[src/rtl/stdp_pkg.sv]
// rtl/stdp_pkg.sv - shared types, FSM states and update arithmetic for the STDP scheduler
package stdp_pkg;

  localparam int DEF_TIMER_W  = 4;
  localparam int DEF_WEIGHT_W = 4;

  typedef logic [DEF_TIMER_W-1:0]  timer_t;
  typedef logic [DEF_WEIGHT_W-1:0] weight_t;

  typedef enum logic [1:0] {
    ST_IDLE  = 2'd0,
    ST_LOAD  = 2'd1,
    ST_APPLY = 2'd2
  } sched_state_t;

  // Close pairings (dt below half the window) get a double step.
  function automatic int step_delta(input int dt, input int window, input int step);
    return (dt < window / 2) ? 2 * step : step;
  endfunction

  function automatic int sat_apply(input int w, input int delta, input logic ltp, input int w_max);
    int r;
    r = ltp ? (w + delta) : (w - delta);
    if (r > w_max) r = w_max;
    else if (r < 0) r = 0;
    return r;
  endfunction

endpackage

[src/rtl/stdp_rr_arbiter.sv]
// rtl/stdp_rr_arbiter.sv - combinational round-robin pick starting at ptr
module stdp_rr_arbiter
  import stdp_pkg::*;
#(
  parameter int NUM_PRE = 4,
  parameter int IDX_W   = $clog2(NUM_PRE)
) (
  input  logic [NUM_PRE-1:0] req,
  input  logic [IDX_W-1:0]   ptr,
  output logic [NUM_PRE-1:0] gnt,
  output logic [IDX_W-1:0]   gnt_idx
);

  // NUM_PRE is a power of two, so the index add wraps naturally.
  always_comb begin
    logic [IDX_W-1:0] cand;
    logic             found;
    gnt     = '0;
    gnt_idx = '0;
    found   = 1'b0;
    cand    = ptr;
    for (int k = 0; k < NUM_PRE; k++) begin
      cand = ptr + IDX_W'(k);
      if (!found && req[cand]) begin
        found     = 1'b1;
        gnt[cand] = 1'b1;
        gnt_idx   = cand;
      end
    end
  end

endmodule

[src/rtl/stdp_update_sched.sv]
// rtl/stdp_update_sched.sv - spike-timing tracker, LTP/LTD request queue and shared weight RMW engine
module stdp_update_sched
  import stdp_pkg::*;
#(
  parameter int NUM_PRE  = 4,
  parameter int TIMER_W  = $bits(timer_t),
  parameter int WEIGHT_W = $bits(weight_t),
  parameter int WINDOW   = 8,
  parameter int STEP     = 1,
  parameter int INIT_W   = 8,
  localparam int IDX_W   = $clog2(NUM_PRE)
) (
  input  logic                          clk,
  input  logic                          rst,
  input  logic                          en,
  input  logic [NUM_PRE-1:0]            pre_spike,
  input  logic                          post_spike,
  output logic                          upd_valid,
  output logic [IDX_W-1:0]              upd_idx,
  output logic                          upd_ltp,
  output logic [TIMER_W-1:0]            upd_dt,
  output logic [NUM_PRE*WEIGHT_W-1:0]   weight_flat,
  output logic                          busy,
  output logic                          overflow
);

  localparam logic [TIMER_W-1:0] T_MAX = '1;
  localparam logic [TIMER_W-1:0] WIN_T = TIMER_W'(WINDOW);
  localparam int                 W_MAX = (1 << WEIGHT_W) - 1;

  logic [TIMER_W-1:0]  pre_timer [NUM_PRE];
  logic [TIMER_W-1:0]  pre_age   [NUM_PRE];
  logic [TIMER_W-1:0]  ltp_dt    [NUM_PRE];
  logic [TIMER_W-1:0]  ltd_dt    [NUM_PRE];
  logic [WEIGHT_W-1:0] weight    [NUM_PRE];
  logic [TIMER_W-1:0]  post_timer, post_age;
  logic [NUM_PRE-1:0]  ltp_pend, ltd_pend, ltp_set, ltd_set, ltp_clr, ltd_clr;
  logic [NUM_PRE-1:0]  req, gnt;
  logic [IDX_W-1:0]    ptr, gnt_idx, cur_idx;
  logic                cur_ltp, load_ltp, do_load;
  logic [TIMER_W-1:0]  cur_dt;
  logic [WEIGHT_W-1:0] new_w;
  sched_state_t        state, state_nxt;

  // dt counts edges since the spike, so pairing uses the advanced (not yet cleared) timer value.
  always_comb begin
    post_age = (post_timer == T_MAX) ? T_MAX : post_timer + TIMER_W'(1);
    for (int i = 0; i < NUM_PRE; i++) begin
      pre_age[i] = (pre_timer[i] == T_MAX) ? T_MAX : pre_timer[i] + TIMER_W'(1);
      ltp_set[i] = en && post_spike && (pre_spike[i] || (pre_age[i] < WIN_T));
      ltd_set[i] = en && pre_spike[i] && !post_spike && (post_age < WIN_T);
    end
  end

  always_ff @(posedge clk or posedge rst) begin
    if (rst) begin
      post_timer <= T_MAX;
      for (int i = 0; i < NUM_PRE; i++) pre_timer[i] <= T_MAX;
    end else begin
      post_timer <= post_spike ? '0 : post_age;
      for (int i = 0; i < NUM_PRE; i++) pre_timer[i] <= pre_spike[i] ? '0 : pre_age[i];
    end
  end

  assign req      = ltp_pend | ltd_pend;
  assign do_load  = (state == ST_LOAD) && (|req);
  assign load_ltp = ltp_pend[gnt_idx];

  stdp_rr_arbiter #(
    .NUM_PRE (NUM_PRE),
    .IDX_W   (IDX_W)
  ) u_arb (
    .req     (req),
    .ptr     (ptr),
    .gnt     (gnt),
    .gnt_idx (gnt_idx)
  );

  always_comb begin
    ltp_clr = '0;
    ltd_clr = '0;
    if (do_load) begin
      if (load_ltp) ltp_clr = gnt;
      else          ltd_clr = gnt;
    end
  end

  // A same-cycle set beats the scheduler's clear and is not an overwrite.
  always_ff @(posedge clk or posedge rst) begin
    if (rst) begin
      ltp_pend <= '0;
      ltd_pend <= '0;
      overflow <= 1'b0;
      for (int i = 0; i < NUM_PRE; i++) begin
        ltp_dt[i] <= '0;
        ltd_dt[i] <= '0;
      end
    end else begin
      for (int i = 0; i < NUM_PRE; i++) begin
        if (ltp_set[i]) begin
          ltp_pend[i] <= 1'b1;
          ltp_dt[i]   <= pre_spike[i] ? '0 : pre_age[i];
          if (ltp_pend[i] && !ltp_clr[i]) overflow <= 1'b1;
        end else if (ltp_clr[i]) begin
          ltp_pend[i] <= 1'b0;
        end
        if (ltd_set[i]) begin
          ltd_pend[i] <= 1'b1;
          ltd_dt[i]   <= post_age;
          if (ltd_pend[i] && !ltd_clr[i]) overflow <= 1'b1;
        end else if (ltd_clr[i]) begin
          ltd_pend[i] <= 1'b0;
        end
      end
    end
  end

  always_ff @(posedge clk or posedge rst) begin
    if (rst) state <= ST_IDLE;
    else     state <= state_nxt;
  end

  always_comb begin
    state_nxt = state;
    case (state)
      ST_IDLE:  if (|req) state_nxt = ST_LOAD;
      ST_LOAD:  state_nxt = (|req) ? ST_APPLY : ST_IDLE;
      ST_APPLY: state_nxt = (|req) ? ST_LOAD : ST_IDLE;
      default:  state_nxt = ST_IDLE;
    endcase
  end

  assign new_w = WEIGHT_W'(sat_apply(int'(weight[cur_idx]),
                                     step_delta(int'(cur_dt), WINDOW, STEP),
                                     cur_ltp, W_MAX));

  always_ff @(posedge clk or posedge rst) begin
    if (rst) begin
      cur_idx <= '0;
      cur_ltp <= 1'b0;
      cur_dt  <= '0;
      ptr     <= '0;
      for (int i = 0; i < NUM_PRE; i++) weight[i] <= WEIGHT_W'(INIT_W);
    end else begin
      if (do_load) begin
        cur_idx <= gnt_idx;
        cur_ltp <= load_ltp;
        cur_dt  <= load_ltp ? ltp_dt[gnt_idx] : ltd_dt[gnt_idx];
      end
      if (state == ST_APPLY) begin
        weight[cur_idx] <= new_w;
        ptr             <= cur_idx + IDX_W'(1);
      end
    end
  end

  assign upd_valid = (state == ST_APPLY);
  assign upd_idx   = cur_idx;
  assign upd_ltp   = cur_ltp;
  assign upd_dt    = cur_dt;
  assign busy      = (state != ST_IDLE) || (|req);

  for (genvar g = 0; g < NUM_PRE; g++) begin : g_wflat
    assign weight_flat[g*WEIGHT_W +: WEIGHT_W] = weight[g];
  end

endmodule

[config.mk]
export PLATFORM = sky130hd
export DESIGN_NAME = stdp_update_sched
export DESIGN_NICKNAME = d
export VERILOG_FILES = /design/src/rtl/stdp_pkg.sv /design/src/rtl/stdp_rr_arbiter.sv /design/src/rtl/stdp_update_sched.sv
export SDC_FILE = /design/constraint.sdc
export NUM_CORES = 1
export LEC_CHECK = 0
export ABC_AREA = 1
export CORE_AREA = 2 2 115 117
export DETAILED_ROUTE_END_ITERATION = 12
export DIE_AREA = 0 0 117 119
export HOLD_SLACK_MARGIN = 0.1
export PLACE_DENSITY = 0.61
export RECOVER_POWER = 25
export SLEW_MARGIN = 10
export SYNTH_ARGS = -nofsm -noshare
export SYNTH_HDL_FRONTEND = slang
export SYNTH_HIERARCHICAL = 1
export SYNTH_SLANG_ARGS = --single-unit
export TNS_END_PERCENT = 100
[constraint.sdc]
create_clock -name clk -period 5.6 [get_ports clk]
set_input_delay 0.56 -clock clk [delete_from_list [all_inputs] [get_ports clk]]
set_output_delay 0.56 -clock clk [all_outputs]
set_load 0.02 [all_outputs]
* Yosys cells after proc, flatten, opt, wreduce, memory -nomap -nowiden
Index checks and enable logic that the tools add are counted.
** Storage, ports and cells
- Word-level logic and storage cells :: 234
- Flip-flop bits (word level) :: 88
- Input bits :: 8
** Cells by class
- Multiplexer cells :: 96
- Bitwise operators :: 6
- Reductions and logical operators :: 62
- Magnitude comparators :: 20
- Eq/ne operators :: 8
- Add/sub/neg operators :: 11
** Operators by type and width (number)
- two-way mux 4 bit :: 28
- two-way mux 1 bit :: 45
- logical AND 1 bit :: 34
- greater-than comparator 32 x 5 -> 1 bit, second input constant :: 1
- less-than comparator 32 x 1 -> 1 bit, second input constant :: 1
- two-way mux 32 bit :: 1
- binary-select mux 4 bit (select 2 bit) :: 3
- adder 4 x 1 -> 4 bit, second input constant :: 5
- equality test 4 bit, second input constant :: 5
- less-than comparator 4 bit, second input constant :: 5
- nonzero test 2 bit :: 9
- bitwise mux 16 bit :: 1
- bitwise OR 4 bit :: 4
- less-than comparator 2 x 3 -> 1 bit, second input constant :: 5
- two-way mux 2 bit :: 7
- zero test 1 bit :: 12
- binary-select mux 1 bit (select 2 bit) :: 5
- demux 1 bit (select 2 bit) :: 4
- demux 4 bit (select 2 bit) :: 1
- >= comparator 2 x 1 -> 1 bit, second input constant :: 4
- >= comparator 3 bit, second input constant :: 2
- NOT 2 -> 3 bit :: 2
- one-hot mux 2 bit (3 select lines) :: 1
- adder 4 x 2 -> 5 bit :: 1
- other kinds (11) :: 17

* Depth between registers and ports, before layout
Gate-level depths: netlist of run 1.
- Depth after elaboration :: 35
- Gate-level depth with buffers :: 21
- Depth with buffers taken out :: 21

* Modules after synthesis
Netlist of run 1, hierarchy kept.
** By module, submodules not included
- stdp_update_sched :: area an instance 4464.3 um^2, instances 1, cells an instance 531, sequential area each 2232.1 um^2
- stdp_rr_arbiter :: area an instance 515.5 um^2, instances 1, cells an instance 82, sequential area each 0.0 um^2

* Least setup slack after synthesis of run 1
Ideal clock, no wire load.
- Path type :: register to register
- Start point :: register ptr[1]
- End point :: register overflow
- Arrival :: 2.489 ns
- Library setup time :: 0.119 ns
- Slack :: 2.993 ns
- Data required time :: 5.481 ns
- Cell stages (with the launch flop) :: 19
- Period minus slack after synthesis :: 2.607 ns
- Path buffers :: 0
- Path through :: dfrtp_1 bufinv_8 ha_1 inv_1 nand3_1 nand2_1 nand3_1 nor2_1 nor2_1 nor2_1 inv_2 nand2_1 nand3_1 nand2_2 nand3_1 nand3_1 nand3_1 nor2_1 nand2_1
** Between the ends
- Cells in the longest elaborated chain, start to end :: 34
** Ends and longest elaborated chain
- from (decl) :: line stdp_update_sched.sv:39 : logic [IDX_W-1:0] ptr, gnt_idx, cur_idx;
- from (signal assigned) :: line stdp_update_sched.sv:152 : ptr <= cur_idx + IDX_W'(1);
- parallel branches: the longest is 11 deep, another holds adder 2 x 1 -> 2 bit
- two-way mux 2 bit (*) :: line stdp_rr_arbiter.sv:24 : if (!found && req[cand]) begin
- via gnt_idx[0] :: line stdp_update_sched.sv:39
- binary-select mux 1 bit (select 2 bit) (*) :: line stdp_update_sched.sv:67 : assign load_ltp = ltp_pend[gnt_idx];
- two-way mux 1 bit (not written as such) (*) :: line stdp_update_sched.sv:67
- two-way mux 4 bit :: line stdp_update_sched.sv:83 : if (load_ltp) ltp_clr = gnt;
- two-way mux 4 bit :: line stdp_update_sched.sv:82 : if (do_load) begin
- zero test 1 bit :: line stdp_update_sched.sv:103 : if (ltp_pend[i] && !ltp_clr[i]) overflow <= 1'b1;
- [9 not listed]
- two-way mux 1 bit :: line stdp_update_sched.sv:103
- two-way mux 1 bit :: line stdp_update_sched.sv:100 : if (ltp_set[i]) begin
- two-way mux 1 bit :: line stdp_update_sched.sv:110 : if (ltd_pend[i] && !ltd_clr[i]) overflow <= 1'b1;
- two-way mux 1 bit :: line stdp_update_sched.sv:107 : if (ltd_set[i]) begin
- two-way mux 1 bit :: line stdp_update_sched.sv:103
- two-way mux 1 bit :: line stdp_update_sched.sv:100
- two-way mux 1 bit :: line stdp_update_sched.sv:110
- two-way mux 1 bit (*) :: line stdp_update_sched.sv:107
- to (signal assigned) :: line stdp_update_sched.sv:93 : overflow <= 1'b0;
- to (signal assigned) :: line stdp_update_sched.sv:103
- to (signal assigned) :: line stdp_update_sched.sv:110
- to (decl) :: line stdp_update_sched.sv:24 : output logic overflow
Mark *: on every way through the listed nets, which the timed path passes. The select of a mux whose other input is x is not followed.
A chain may end at the register's enable or synchronous reset.

* Final worst setup path of run 1
- Start point :: register ptr[0]
- End point :: register overflow
The elaborated chain is that of the path after synthesis.

==> metrics.md, run 1 <==
| Metric | Value |
|---|---|
| CTS buffer count | 9 |
| F_max | 313 MHz |
| Critical path fanouts, max | 15 |
| Setup TNS | 0 ps |
| Final worst path period need | 3190 ps |
| Initial antenna violation count | 0 |
| Mean routed wirelength per cell | 13.4 µm |
| CP Cell Sequence | inv_6, ha_1, inv_1, nand3_1, nand2_1, nand3_1, nor2_1, nand2_1, nand3_1, inv_2, nand3_1, nand2_2, nor2_1, nand2_1, nand3_1, nand3_1, nor2_1, nand2_1 |
| Via count | 4,073 |
| Worst hold margin | 474 ps |
| Final worst slack | 2410 ps |
| Hold Path Sink | ltd_dt[7] |
| Hold_buf cts | 0 |
| Peak VDD IR | 0.291 mV |
| Skew-Pair Late Insertion Delay | 350 ps |
| Critical path class | flip-flop to flip-flop |
| Async set or reset register ratio after synthesis | 1.00 |
| Clock Tree Root | clkbuf_16 |
| Clock transition at path regs | 60 ps |
| Seq/Total Area, Yosys | 0.448 |
| Final nets | 680 |
| Fraction of layout cells with a size suffix above 1 | 0.140 |
| Post-DRT Antenna Nets | 0 |
| Worst EP arrival | 3430 ps |
| Final hold violation count | 0 |
| Post-Syn Area | 4980 µm² |
| Yosys reg bits | 88 |
| Critical path depth in cells | 18 |
| Die Width | 117 µm |
| Max stage delay on crit path | 610 ps |
| Crit share post-route | 0.570 |
| Status | complete, no violations |
| Grt ovf | 0 |
| Largest net degree at the start of global routing | 67 |
| Max clock buf depth | 2 |
| Max-cap viol count | 0 |
| Syn_nets | 641 |
| Critical path required time | 5840 ps |
| Final Skew | 7.76 ps |
| Post-cts sizing count | 0 |
| Leak Pwr | 0.00282 µW |
| Synth Flop Type | dfrtp_1 |
| WL final | 11,100 µm |
| Synthesized area per cell | 8.12 µm² |
| Pre-CTS setup slack | 2480 ps |
| Pre-Repair DR Iteration Count | 5 |
| Cell row count | 42 |
| First-pass GRT wire length | 18,700 µm |
| RSZ-0062 raised after global routing | false |
| Vias in the first global route | 3,858 |
| Most used cell, CP | nand3_1 |
| Max Slew Vio Count | 0 |
| Post-CTS Setup Bufs | 0 |
| CP max-delay cell | dfrtp_1 |
| EDFF count, synth | 0 |
| CTS tree | done |
| Io pins | 34 |
| Layout area overhead | 16.3% |
| # diodes | 0 |
| Residual DRC | 0 |
| GRT Util Overall | 0.174 |
| IO Port Bufs | 33 |
| Dpl hpwl | 8390 µm |
| Hold_sp | ltd_dt[7] |
| Cell family with most CP delay | simple AND/OR/NAND/NOR gates |
| Detailed Route Iter0 Violations | 279 |
| Crit start category | flip-flop |
| Starting density of the core | 0.387 |
| Pin slew with the least headroom to its limit | 1120 ps |
| Synth warnings | 6 |
| Worst R2R Start | ptr[0] |
| Worst reg-to-reg setup slack | 2410 ps |
| Final setup fails | 0 |
| R2R depth | 18 |
| CTS H-tree lvls | 3 |
| Vias per cell | 4.89 |
| WP buf/inv | 3 |
| Sinks on Clock Net | 88 |
| Syn Inst Count | 613 |
| R2R Path End | overflow |
| Crit end category | flip-flop |
| Cell Pwr Density | 617 nW/µm² |
| Yosys cell types | 38 |
| Hold path cells | 2 |
| Core area | 12,900 µm² |
| Routability congestion estimate | 0.851 |
| Storage cell area | 2230 µm² |
| Die area | 13,900 µm² |
| Hold crit path type | flip-flop to flip-flop |
| Fillers | 1,275 |
| Die Ht | 119 µm |
| Area of the multi-input gates | 2330 µm² |
| Final core occ | 0.450 |
| Max_slew headroom | 0.248 |
## metal layers
metal	part of all wire	track usage	vias up
li1	-	-	2035
met1	0.46	0.234	1926
met2	0.47	0.268	96
met3	0.044	0.0387	16
met4	0.022	0.0757	0
met5	0	0	-
## Yosys cell counts, types with 8 or more instances
cell type  count  area (µm²)
a21oi_1       30         150
dfrtp_1       64        1600
dfstp_2       24         631
ha_1          18         225
inv_1         75         282
mux2_2         9         101
nand2_1      169         634
nand2_2        8        50.1
nand3_1       47         235
nor2_1        44         165
nor2_2         9        56.3
o21ai_0       51         255
## flip-flops by register name, indices dropped and copies added, names as in the netlist, 4 cells and up
name / count
ltd_dt: 16
ltp_dt: 16
pre_timer: 16
weight_flat: 16
ltd_pend: 4
ltp_pend: 4
post_timer: 4
upd_dt: 4
## layout make-up
class                           instances  area share
Multi-Input combinational cell        434       0.402
Sequential cell                        88       0.385
Timing Repair Buffer                   35      0.0596
Inverter                               84      0.0579
Clock buffer                           11      0.0436
Tap cell                              176      0.0380
Clock inverter                          5      0.0136
## cell families (layout without fill, tap and decap cells)
family | count (synthesis) | count (layout) | synth area share
simple gates | 297 | 297 | 0.281
fa+ha+maj | 20 | 20 | 0.0533
buf+inv | 91 | 135 | 0.0769
flops | 88 | 88 | 0.448
compound gates | 107 | 107 | 0.118
mux | 9 | 9 | 0.0204
xor+xnor | 1 | 1 | 0.00176
## layout by cell type (no fill, tap or decap), drive strengths merged, types with 9 or more instances in the layout
cell / instances
a21oi: 31
clkbuf: 11
dfstp: 24
nand2: 183
mux2: 9
o21ai: 64
clkdlybuf4s50: 29
nand3: 52
nor2: 56
inv: 82
dfrtp: 64
ha: 18
## worst register-to-register path: cells and delay by family (launching register included)
family | cells | cell delay (ps)
adder cells (fa/ha/maj) | 1 | 360
buffers and inverters | 3 | 410
flip-flops | 1 | 610
AND/OR/NAND/NOR | 14 | 1720
## worst max path at each step
stage                     end    from  slack, ps
floorplan           ltd_dt[0]     rst       2800
global placement     overflow  ptr[0]       2650
detailed placement   overflow  ptr[0]       2480
CTS                  overflow  ptr[0]       2470
global route         overflow  ptr[0]       2060
finish               overflow  ptr[0]       2410
## report_power, final
part | internal (µW) | switching (µW)
clock | 414 | 253
sequential | 805 | 161
combinational | 713 | 1230
## metrics by stage
step | total power, µW | cells | area, µm²
6_report | 3580 | 833 | 5790
5_1_grt | 3870 | 833 | 5790
3_3_place_gp | 2880 | 817 | 5500
4_1_cts | 3600 | 833 | 5830
3_5_place_dp | 2920 | 817 | 5500
2_1_floorplan | 2380 | 613 | 4980
Note: power is estimated with default switching activity, not from simulation.
==> inputs of run 2 (changes only) <==
==> constraint.sdc (replaced) <==
create_clock -name clk -period 3 [get_ports clk]
set_input_delay 0.3 -clock clk [delete_from_list [all_inputs] [get_ports clk]]
set_output_delay 0.3 -clock clk [all_outputs]
set_load 0.02 [all_outputs]
==> run 2 against run 1 <==
Worst setup slack worse by 2200 ps. Via count is 1.0% higher. Hold slack worse by 2.4 ps. Clock power is 74% higher. Register-to-register slack worse by 2200 ps. Clock-buffer cell count is 1 higher. Critical path type unchanged. The flow now finishes with violations (max-capacitance violations, max-slew violations). Global-route usage hardly changed. Highest routed layer unchanged.
==> metrics.md, run 2 (same netlist as run 1, synthesis figures left out) <==
| Metric | Value |
|---|---|
| Max stage delay on crit path | 340 ps (-270 ps) |
| Die Ht | 119 µm (unchanged) |
| WP buf/inv | 3 (unchanged) |
| Via count | 4,114 (+1.0%) |
| Sinks on Clock Net | 88 (unchanged) |
| Total power | 6810 µW (+90%) |
| First-pass GRT wire length | 18,900 µm (+1.1%) |
| Status | complete, but fails checks |
| Final hold violation count | 0 (unchanged) |
| Dpl hpwl | 8610 µm (+2.6%) |
| Core area | 12,900 µm² (unchanged) |
| Final setup fails | 0 (unchanged) |
| Largest net degree at the start of global routing | 42 (-37%) |
| Crit end category | flip-flop |
| Failing checks | max-capacitance violations, max-slew violations |
| CP max-delay cell | dfrtp_1 |
| Clock Tree Root | clkbuf_16 |
| Area after DPL | 5540 µm² (+0.82%) |
| Setup TNS | 0 ps (unchanged) |
| Worst hold margin | 472 ps (-2.38 ps) |
| Critical path fanouts, max | 10 (-5) |
| Final worst path period need | 2840 ps (-351 ps) |
| Max Slew Vio Count | 42 (+42) |
| GRT Util Overall | 0.174 (about the same) |
| CTS H-tree lvls | 3 (unchanged) |
| Layout area overhead | 18.0% |
| # diodes | 0 (unchanged) |
| Fraction of layout cells with a size suffix above 1 | 0.164 (+0.0239) |
| Max-cap viol count | 1 (+1) |
| Grt ovf | 0 (unchanged) |
| Cell family with most CP delay | simple AND/OR/NAND/NOR gates |
| Worst reg-to-reg setup slack | 160 ps (-2250 ps) |
| Most used cell, CP | nand3_1 |
| Crit start category | flip-flop |
| CP Cell Sequence | bufinv_8, ha_1, inv_1, nand3_1, nand2_1, nand3_1, nor2_1, nand2_1, nand3_1, inv_2, nand3_1, nand2_4, nor2_1, nand2_1, nand3_1, nand3_1, nor2_1, nand2_1 |
| Die area | 13,900 µm² (unchanged) |
| Clock transition at path regs | 70 ps (about the same) |
| Mean routed wirelength per cell | 13.8 µm (+3.1%) |
| Final nets | 688 (+1.2%) |
| Vias per cell | 4.89 (about the same) |
| Hold crit path type | flip-flop to flip-flop |
| Max_slew headroom | -0.251 (-0.499) |
| CTS buffer count | 9 (unchanged) |
| Most frequent cells in the layout | nand2_1 (169), inv_1 (74), dfrtp_1 (64) |
| Vias in the first global route | 3,892 (+0.88%) |
| Leak Pwr | 0.00284 µW (+0.62%) |
| Final worst slack | 159 ps (-2250 ps) |
| Max clock buf depth | 2 (unchanged) |
| Skew-Pair Late Insertion Delay | 350 ps (about the same) |
| Crit share post-route | 0.947 (+0.377) |
| Post-route cell area | 5870 µm² (+1.4%) |
| Starting density of the core | 0.387 (unchanged) |
| Hold_buf cts | 0 (unchanged) |
| F_max | 352 MHz (+12%) |
| Die Width | 117 µm (unchanged) |
| WL final | 11,600 µm (+4.1%) |
| Detailed Route Iter0 Violations | 300 (+7.5%) |
| Residual DRC | 0 (unchanged) |
| Fillers | 1,262 (-1.0%) |
| Final Skew | 8.77 ps (+1.01 ps) |
| Pre-CTS setup slack | 146 ps (-2330 ps) |
| Io pins | 34 (unchanged) |
| Cell Pwr Density | 1160 nW/µm² (+88%) |
| Initial antenna violation count | 0 (unchanged) |
| Cell row count | 42 (unchanged) |
| Most common cell after layout, fill and taps aside | nand2_1 |
| IO Port Bufs | 33 (unchanged) |
| Routability congestion estimate | 0.890 (+4.6%) |
| Pin slew with the least headroom to its limit | 1870 ps (+742 ps) |
| Worst EP arrival | 3090 ps (-340 ps) |
| Critical path required time | 3250 ps (-2590 ps) |
| Critical path class | flip-flop to flip-flop |
| CTS tree | done |
| Peak VDD IR | 0.437 mV (+50%) |
| Pre-Repair DR Iteration Count | 5 (unchanged) |
| Post-DRT Antenna Nets | 0 (unchanged) |
## run 2: cell count changes in the layout (fill, tap and decap cells not counted), moves of 2 or more
cell / delta
nor2_2: +6
clkbuf_1: +2
clkdlybuf4s50_1: +3
nor2_1: -8
clkinvlp_4: +3
dfstp_2: +2
dlygate4sd3_1: -3
clkinv_2: -2
buf_4: +5
dfstp_1: -2
## run 2: report_power, final
part / leakage [µW] / total (µW) / internal [µW] / switching (µW)
Sequential: 0.00104 / 1760 / 1500 / 252
Combinational: 0.00167 / 3890 / 1430 / 2460
Clock: 0.000141 / 1160 / 691 / 471
## run 2: area by class of cell
class / count / area, µm² / share of cell area
clock inverters: 4 / 52.6 / 0.00895
clock buffers: 12 / 256 / 0.0437
flip-flops and latches: 88 / 2230 / 0.380
repair buffers: 43 / 403 / 0.0686
multi-input cells: 434 / 2370 / 0.404
well taps: 176 / 220 / 0.0375
inverters: 84 / 338 / 0.0575
## run 2: final timing paths
kind / startpoint / endpoint / cells after the start
setup reg to reg: ptr[1] / overflow / 18
min in group asynchronous: rst / ltd_dt[15] / 2
hold / removal: ltd_dt[11] / ltd_dt[11] / 2
setup / recovery: ptr[1] / overflow / 18
max in group asynchronous: rst / weight_flat[2] / 3
hold reg to reg: ltd_dt[11] / ltd_dt[11] / 2
## run 2: worst min-delay path, stage by stage, from the launching register on
cell     delay (ps)
dfrtp_1         340
nand2_1          50
inv_1            40
## run 2: through the flow
| stage | cells | utilization |
|---|---|---|
| final | 841 | 0.456 |
| after global routing | 841 | 0.456 |
| after CTS | 839 | 0.455 |
| after detailed placement | 823 | 0.431 |
| after global placement | 823 | 0.431 |
| after floorplan | 613 | - |
## run 2: what timing repair did
item,4_1_cts,5_1_grt
endpoints found under the setup margin,0,8
buffers inserted,0,1
resized for setup,0,5
## run 2: metal layers
layer | share of wire | track usage
met2 | 0.49 | 0.283
met5 | 0 | 0
met3 | 0.048 | 0.0468
met4 | 0.010 | 0.0507
met1 | 0.46 | 0.226
